===== src/rtl/prog_mem_arb_pkg.sv =====
// Shared types and helpers for the program-memory read-port arbiter.
//   state_e           : arbiter FSM states
//   owner_e           : requester identity (fetch / data)
//   DEFAULT_BASE_ADDR : byte address of word 0 of the program memory
//   addr_in_range()   : full-width range check of a byte address
package prog_mem_arb_pkg;

    localparam int unsigned ADDR_CHK_W = 64;
    localparam logic [31:0] DEFAULT_BASE_ADDR = 32'h0040_0000;

    typedef enum logic {
        IDLE   = 1'b0,
        ACCESS = 1'b1
    } state_e;

    typedef enum logic {
        OWN_F = 1'b0,
        OWN_D = 1'b1
    } owner_e;

    // Callers zero-extend to ADDR_CHK_W bits, so the offset is never truncated
    // before the word-index compare.
    function automatic logic addr_in_range(input logic [ADDR_CHK_W-1:0] addr,
                                           input logic [ADDR_CHK_W-1:0] base,
                                           input int unsigned           depth);
        logic [ADDR_CHK_W-1:0] offs;
        offs = addr - base;
        return (addr >= base) && ((offs >> 2) < ADDR_CHK_W'(depth));
    endfunction

endpackage


===== src/rtl/prog_mem_rr_arb2.sv =====
// Combinational two-way arbiter between fetch (F) and data (D) requesters.
//   req_f_i / req_d_i   : qualified requests
//   last_owner_i        : previous winner (round-robin build only)
//   gnt_f_c / gnt_d_c   : one-hot grant, combinational
// Build option: PROG_MEM_ARB_FIXED_PRIO_EN gives F strict priority on ties.
module prog_mem_rr_arb2
    import prog_mem_arb_pkg::*;
(
    input  logic   req_f_i,
    input  logic   req_d_i,
`ifndef PROG_MEM_ARB_FIXED_PRIO_EN
    input  owner_e last_owner_i,
`endif
    output logic   gnt_f_c,
    output logic   gnt_d_c
);

    // Pick the winner; on a tie either fixed F priority or the non-last owner.
    always_comb begin
        gnt_f_c = 1'b0;
        gnt_d_c = 1'b0;
`ifdef PROG_MEM_ARB_FIXED_PRIO_EN
        gnt_f_c = req_f_i;
        gnt_d_c = req_d_i & ~req_f_i;
`else
        if (req_f_i && req_d_i) begin
            gnt_f_c = (last_owner_i == OWN_D);
            gnt_d_c = (last_owner_i == OWN_F);
        end else begin
            gnt_f_c = req_f_i;
            gnt_d_c = req_d_i;
        end
`endif
    end

endmodule


===== src/rtl/prog_mem_arbiter.sv =====
// Shares the program memory read port between instruction fetch (F) and a
// data/constant read path (D). Grant is combinational in the request cycle,
// memory address is presented the next cycle, data/valid follow one cycle later.
//   clk, reset (async, active low)
//   fetch_req_i/fetch_addr_i -> fetch_gnt_o, fetch_valid_o, fetch_data_o
//   data_req_i/data_addr_i   -> data_gnt_o, data_valid_o, data_data_o
//   mem_addr_o / mem_data_i  : program memory byte address / returned word
//   addr_err_o               : pulses with valid of a bad-address request
// Build option: PROG_MEM_ARB_FIXED_PRIO_EN (fixed F priority instead of round-robin).
module prog_mem_arbiter
    import prog_mem_arb_pkg::*;
#(
    parameter int unsigned            MEMORY_DEPTH = 64,
    parameter int unsigned            DATA_WIDTH   = 32,
    parameter logic [DATA_WIDTH-1:0]  BASE_ADDR    = DATA_WIDTH'(DEFAULT_BASE_ADDR)
) (
    input  logic                  clk,
    input  logic                  reset,
    input  logic                  fetch_req_i,
    input  logic [DATA_WIDTH-1:0] fetch_addr_i,
    output logic                  fetch_gnt_o,
    output logic                  fetch_valid_o,
    output logic [DATA_WIDTH-1:0] fetch_data_o,
    input  logic                  data_req_i,
    input  logic [DATA_WIDTH-1:0] data_addr_i,
    output logic                  data_gnt_o,
    output logic                  data_valid_o,
    output logic [DATA_WIDTH-1:0] data_data_o,
    output logic [DATA_WIDTH-1:0] mem_addr_o,
    input  logic [DATA_WIDTH-1:0] mem_data_i,
    output logic                  addr_err_o
);

    state_e                state_q, state_d;
    owner_e                owner_q, owner_d;
    logic                  err_q, err_d;
    logic [DATA_WIDTH-1:0] mem_addr_q, mem_addr_d;
    logic [DATA_WIDTH-1:0] fetch_data_q, fetch_data_d;
    logic [DATA_WIDTH-1:0] data_data_q, data_data_d;
    logic                  fetch_valid_q, fetch_valid_d;
    logic                  data_valid_q, data_valid_d;
    logic                  addr_err_q, addr_err_d;
`ifndef PROG_MEM_ARB_FIXED_PRIO_EN
    owner_e                last_owner_q, last_owner_d;
`endif

    logic                  idle_c;
    logic                  gnt_f_c, gnt_d_c;
    logic [DATA_WIDTH-1:0] sel_addr_c;
    logic                  sel_err_c;

    assign idle_c = (state_q == IDLE);

    // Requests are only visible to the arbiter in IDLE, so no grant in ACCESS.
    prog_mem_rr_arb2 u_arb (
        .req_f_i      (fetch_req_i & idle_c),
        .req_d_i      (data_req_i  & idle_c),
`ifndef PROG_MEM_ARB_FIXED_PRIO_EN
        .last_owner_i (last_owner_q),
`endif
        .gnt_f_c      (gnt_f_c),
        .gnt_d_c      (gnt_d_c)
    );

    // Winner's address and its range/alignment verdict.
    always_comb begin
        sel_addr_c = gnt_f_c ? fetch_addr_i : data_addr_i;
        sel_err_c  = (|sel_addr_c[1:0]) ||
                     !addr_in_range(ADDR_CHK_W'(sel_addr_c), ADDR_CHK_W'(BASE_ADDR), MEMORY_DEPTH);
    end

    // Next-state and registered-output logic.
    always_comb begin
        state_d       = state_q;
        owner_d       = owner_q;
        err_d         = err_q;
        mem_addr_d    = mem_addr_q;
        fetch_data_d  = fetch_data_q;
        data_data_d   = data_data_q;
        fetch_valid_d = 1'b0;
        data_valid_d  = 1'b0;
        addr_err_d    = 1'b0;
`ifndef PROG_MEM_ARB_FIXED_PRIO_EN
        last_owner_d  = last_owner_q;
`endif
        case (state_q)
            IDLE: begin
                if (gnt_f_c || gnt_d_c) begin
                    state_d    = ACCESS;
                    owner_d    = gnt_f_c ? OWN_F : OWN_D;
                    err_d      = sel_err_c;
                    // Bad addresses never reach the memory; park on word 0.
                    mem_addr_d = sel_err_c ? BASE_ADDR : sel_addr_c;
`ifndef PROG_MEM_ARB_FIXED_PRIO_EN
                    last_owner_d = gnt_f_c ? OWN_F : OWN_D;
`endif
                end
            end
            ACCESS: begin
                state_d    = IDLE;
                addr_err_d = err_q;
                if (owner_q == OWN_F) begin
                    fetch_valid_d = 1'b1;
                    fetch_data_d  = err_q ? '0 : mem_data_i;
                end else begin
                    data_valid_d  = 1'b1;
                    data_data_d   = err_q ? '0 : mem_data_i;
                end
            end
            default: state_d = IDLE;
        endcase
    end

    always_ff @(posedge clk or negedge reset) begin
        if (!reset) begin
            state_q       <= IDLE;
            owner_q       <= OWN_F;
            err_q         <= 1'b0;
            mem_addr_q    <= BASE_ADDR;
            fetch_data_q  <= '0;
            data_data_q   <= '0;
            fetch_valid_q <= 1'b0;
            data_valid_q  <= 1'b0;
            addr_err_q    <= 1'b0;
`ifndef PROG_MEM_ARB_FIXED_PRIO_EN
            last_owner_q  <= OWN_D;
`endif
        end else begin
            state_q       <= state_d;
            owner_q       <= owner_d;
            err_q         <= err_d;
            mem_addr_q    <= mem_addr_d;
            fetch_data_q  <= fetch_data_d;
            data_data_q   <= data_data_d;
            fetch_valid_q <= fetch_valid_d;
            data_valid_q  <= data_valid_d;
            addr_err_q    <= addr_err_d;
`ifndef PROG_MEM_ARB_FIXED_PRIO_EN
            last_owner_q  <= last_owner_d;
`endif
        end
    end

    assign fetch_gnt_o   = gnt_f_c;
    assign data_gnt_o    = gnt_d_c;
    assign fetch_valid_o = fetch_valid_q;
    assign data_valid_o  = data_valid_q;
    assign fetch_data_o  = fetch_data_q;
    assign data_data_o   = data_data_q;
    assign mem_addr_o    = mem_addr_q;
    assign addr_err_o    = addr_err_q;

endmodule


===== config.mk =====
export PLATFORM = sky130hd
export DESIGN_NAME = prog_mem_arbiter
export DESIGN_NICKNAME = d
export VERILOG_FILES = /design/src/rtl/prog_mem_arb_pkg.sv /design/src/rtl/prog_mem_rr_arb2.sv /design/src/rtl/prog_mem_arbiter.sv
export SDC_FILE = /design/constraint.sdc
export NUM_CORES = 1
export LEC_CHECK = 0
export ABC_AREA = 1
export BUFFER_PORTS_ARGS = -buffer_cell sky130_fd_sc_hd__buf_4
export CAP_MARGIN = 20
export CORE_MARGIN = 3
export CORE_UTILIZATION = 25
export DETAILED_ROUTE_END_ITERATION = 10
export SETUP_SLACK_MARGIN = 0.05
export SYNTH_ARGS = -nofsm -noshare
export SYNTH_HDL_FRONTEND = slang
export SYNTH_SLANG_ARGS = --single-unit

===== constraint.sdc =====
create_clock -name clk -period 2.9 [get_ports clk]
set_input_delay 0.145 -clock clk [delete_from_list [all_inputs] [get_ports clk]]
set_output_delay 0.145 -clock clk [all_outputs]
set_load 0.05 [all_outputs]

==> impl_metrics.toml <==
[outcome]
status = "complete, no violations"

[grt]
antenna_found_initial = 0
grt_pass1_wl_um = 20100
first_global_vias = 3885
gr-total-overflow = 0
grt_usage = 0.123
grt_max_degree = 60

[floorplan]
die_width_um = 143
boundaryPins = 201
fp.dieH_um = 143
row_count = 49
dieArea_um2 = 20600
coreArea_um2 = 18300
initial_core_util = 0.259

[yosys]
synth_area_um2 = 4720
synth_top_area_frac = 0.535
synth.largest_area_cell = "dfrtp_1"
synth_seq_area_share = 0.546
synth_fp_nets = 657
synth-seq-cells = 103
async_reset_ff_frac = 1.00
synth_flop_cell = "dfrtp_1"
syn_area_per_cell_um2 = 8.48
synth_cell_types = 26
synth_edf_count = 0
yosysWarnings = 0
synth.area.top_cells = "dfrtp_1, nand2_1, mux2_2"
syn_inst = 557

[sta]
finalHoldViolCount = 0
slew_viol_final = 0
setup_viol = 0
setup_tns_ps = 0
fmax_mhz = 484
period_share = 0.713
worstMarginPinSlew_ps = 781
min_period_ps = 2070
rsz0062_at_grt = "no"
max_slew_margin = 0.479
finClkSkew_ps = 5.26

[clocking]
cts-hold-fix-buffers = 1
clk_pin_slew_ps = 70
clk_path_buf_depth = 2
cts.sinks = 103
cts_root_buf = "clkbuf_16"
numCtsBuffers = 9
cts_tree = "yes"
post_cts_buffers = 0
htree_levels = 3
cts-resized-gates = 0
clk_latency_ps = 340

[layout]
fin_nets = 854
final_common_cell = "buf_4"
syn2layout_area_growth_pct = 43.6
n_antenna_cell = 0
layout_common_cells = "buf_4, nand2_1, dfrtp_1, inv_1, nor2_1"
drive_above_1_share = 0.360
fin_cells = 988

[worst_hold_path]
hp-class = "in -> reg"

[routing]
via_per_inst = 4.06
drtPass1Iterations = 4
wl_per_cell_um = 13.1
detailroute.via_count = 4013
detail-route-antenna-nets = 0
first_iter_violations = 127
routed_wl_um = 13000
route.detailed.drc = 0

[job]
maxCapViolCount = 0

[placement]
numPortBuffers = 200
dp_hpwl_um = 9560
dp.cells = 971
routabilityCongestion = 0.795

[pwr]
ir_worst_vdd_v = 0.000366
p_leak_nw = 3.80
power_density_nw_per_um2 = 989

[setup_path]
cp.required_ps = 3170
start_kind = "flop"
crit_path_max_fanout = 19
crit_path_end_kind = "flop"
path_class = "reg -> reg"
arrival_ps = 2340
area by class of cell:
class	instances	area [um^2]
multi-input cells	335	1660
fillers	1881	11500
flip-flops and latches	103	2580
clock inverters	6	46.3
well taps	229	287
repair buffers	211	1620
inverters	94	353
clock buffers	10	239
path summary, 6_finish.rpt:
check / to / startpoint / slack, ps / depth (start not counted)
worst max-delay path: mem_addr_o[11] / last_owner_q / 830 / 9
worst min-delay path: data_data_o[21] / mem_data_i[21] / 100 / 5
worst max register to register: mem_addr_o[11] / last_owner_q / 830 / 9
worst min register to register: data_data_o[14] / data_data_o[14] / 480 / 2
max in group asynchronous: last_owner_q / reset / 1770 / 3
min in group asynchronous: data_data_o[17] / reset / 350 / 2
logic make-up after synthesis:
group | after synthesis | share of synthesized area
flops | 103 | 0.546
buf+inv | 119 | 0.105
simple gates | 286 | 0.250
mux | 32 | 0.0763
compound gates | 17 | 0.0228
cell usage after synthesis (2+ instances only):
master,instances
a21oi_1,7
mux2_2,32
buf_1,2
inv_1,92
nand3_1,3
buf_2,6
clkbuf_1,10
buf_6,4
nand3b_1,18
or2_2,2
nand2_2,3
o21ai_0,2
dfstp_2,2
buf_4,3
o31ai_1,6
dfrtp_1,101
nor2_1,81
nand2_1,175
metal layers:
metal | vias up | wire (um) | part of all wire | track usage
li1 | 2046 | - | - | -
met1 | 1835 | 5950 | 0.46 | 0.166
met2 | 118 | 6040 | 0.47 | 0.195
met3 | 14 | 804 | 0.062 | 0.0349
met4 | 0 | 194 | 0.015 | 0.0322
met5 | - | 0 | 0 | 0
where the power goes:
part | switching (mW) | internal, mW
sequential | 0.268 | 1.84
clock | 0.540 | 0.607
combinational | 2.34 | 1.11
total | 3.15 | 3.56
critical path, cell delays in order, from the launching register on:
cell and delay, ps:
dfstp_2 370, inv_1 80, nand2_2 70, nand2_4 180, inv_2 130, nor2_2 120
buf_4 200, clkinv_1 370, buf_4 350, nor2_1 110
sequential cells by signal (all words and copies together), names as in the netlist:
signal,count
addr_err_o,1
data_data_o,32
data_valid_o,1
err_q,1
fetch_data_o,32
fetch_valid_o,1
last_owner_q,1
mem_addr_o,32
owner_q,1
state_q,1
through the flow:
| stage | worst slack [ps] | power (mW) | utilization | hold slack (ps) | cell area, um^2 |
|---|---|---|---|---|---|
| finish | 832 | 6.71 | 0.371 | 102 | 6790 |
| global route | 586 | 7.12 | 0.371 | 108 | 6790 |
| CTS | 785 | 6.82 | 0.371 | 88.6 | 6790 |
| detailed placement | 799 | 5.63 | 0.355 | 195 | 6490 |
| global placement | 848 | 5.61 | 0.355 | 193 | 6490 |
| floorplan | 719 | 4.48 | - | -151 | 4720 |
(Power assumes the default switching activity.)
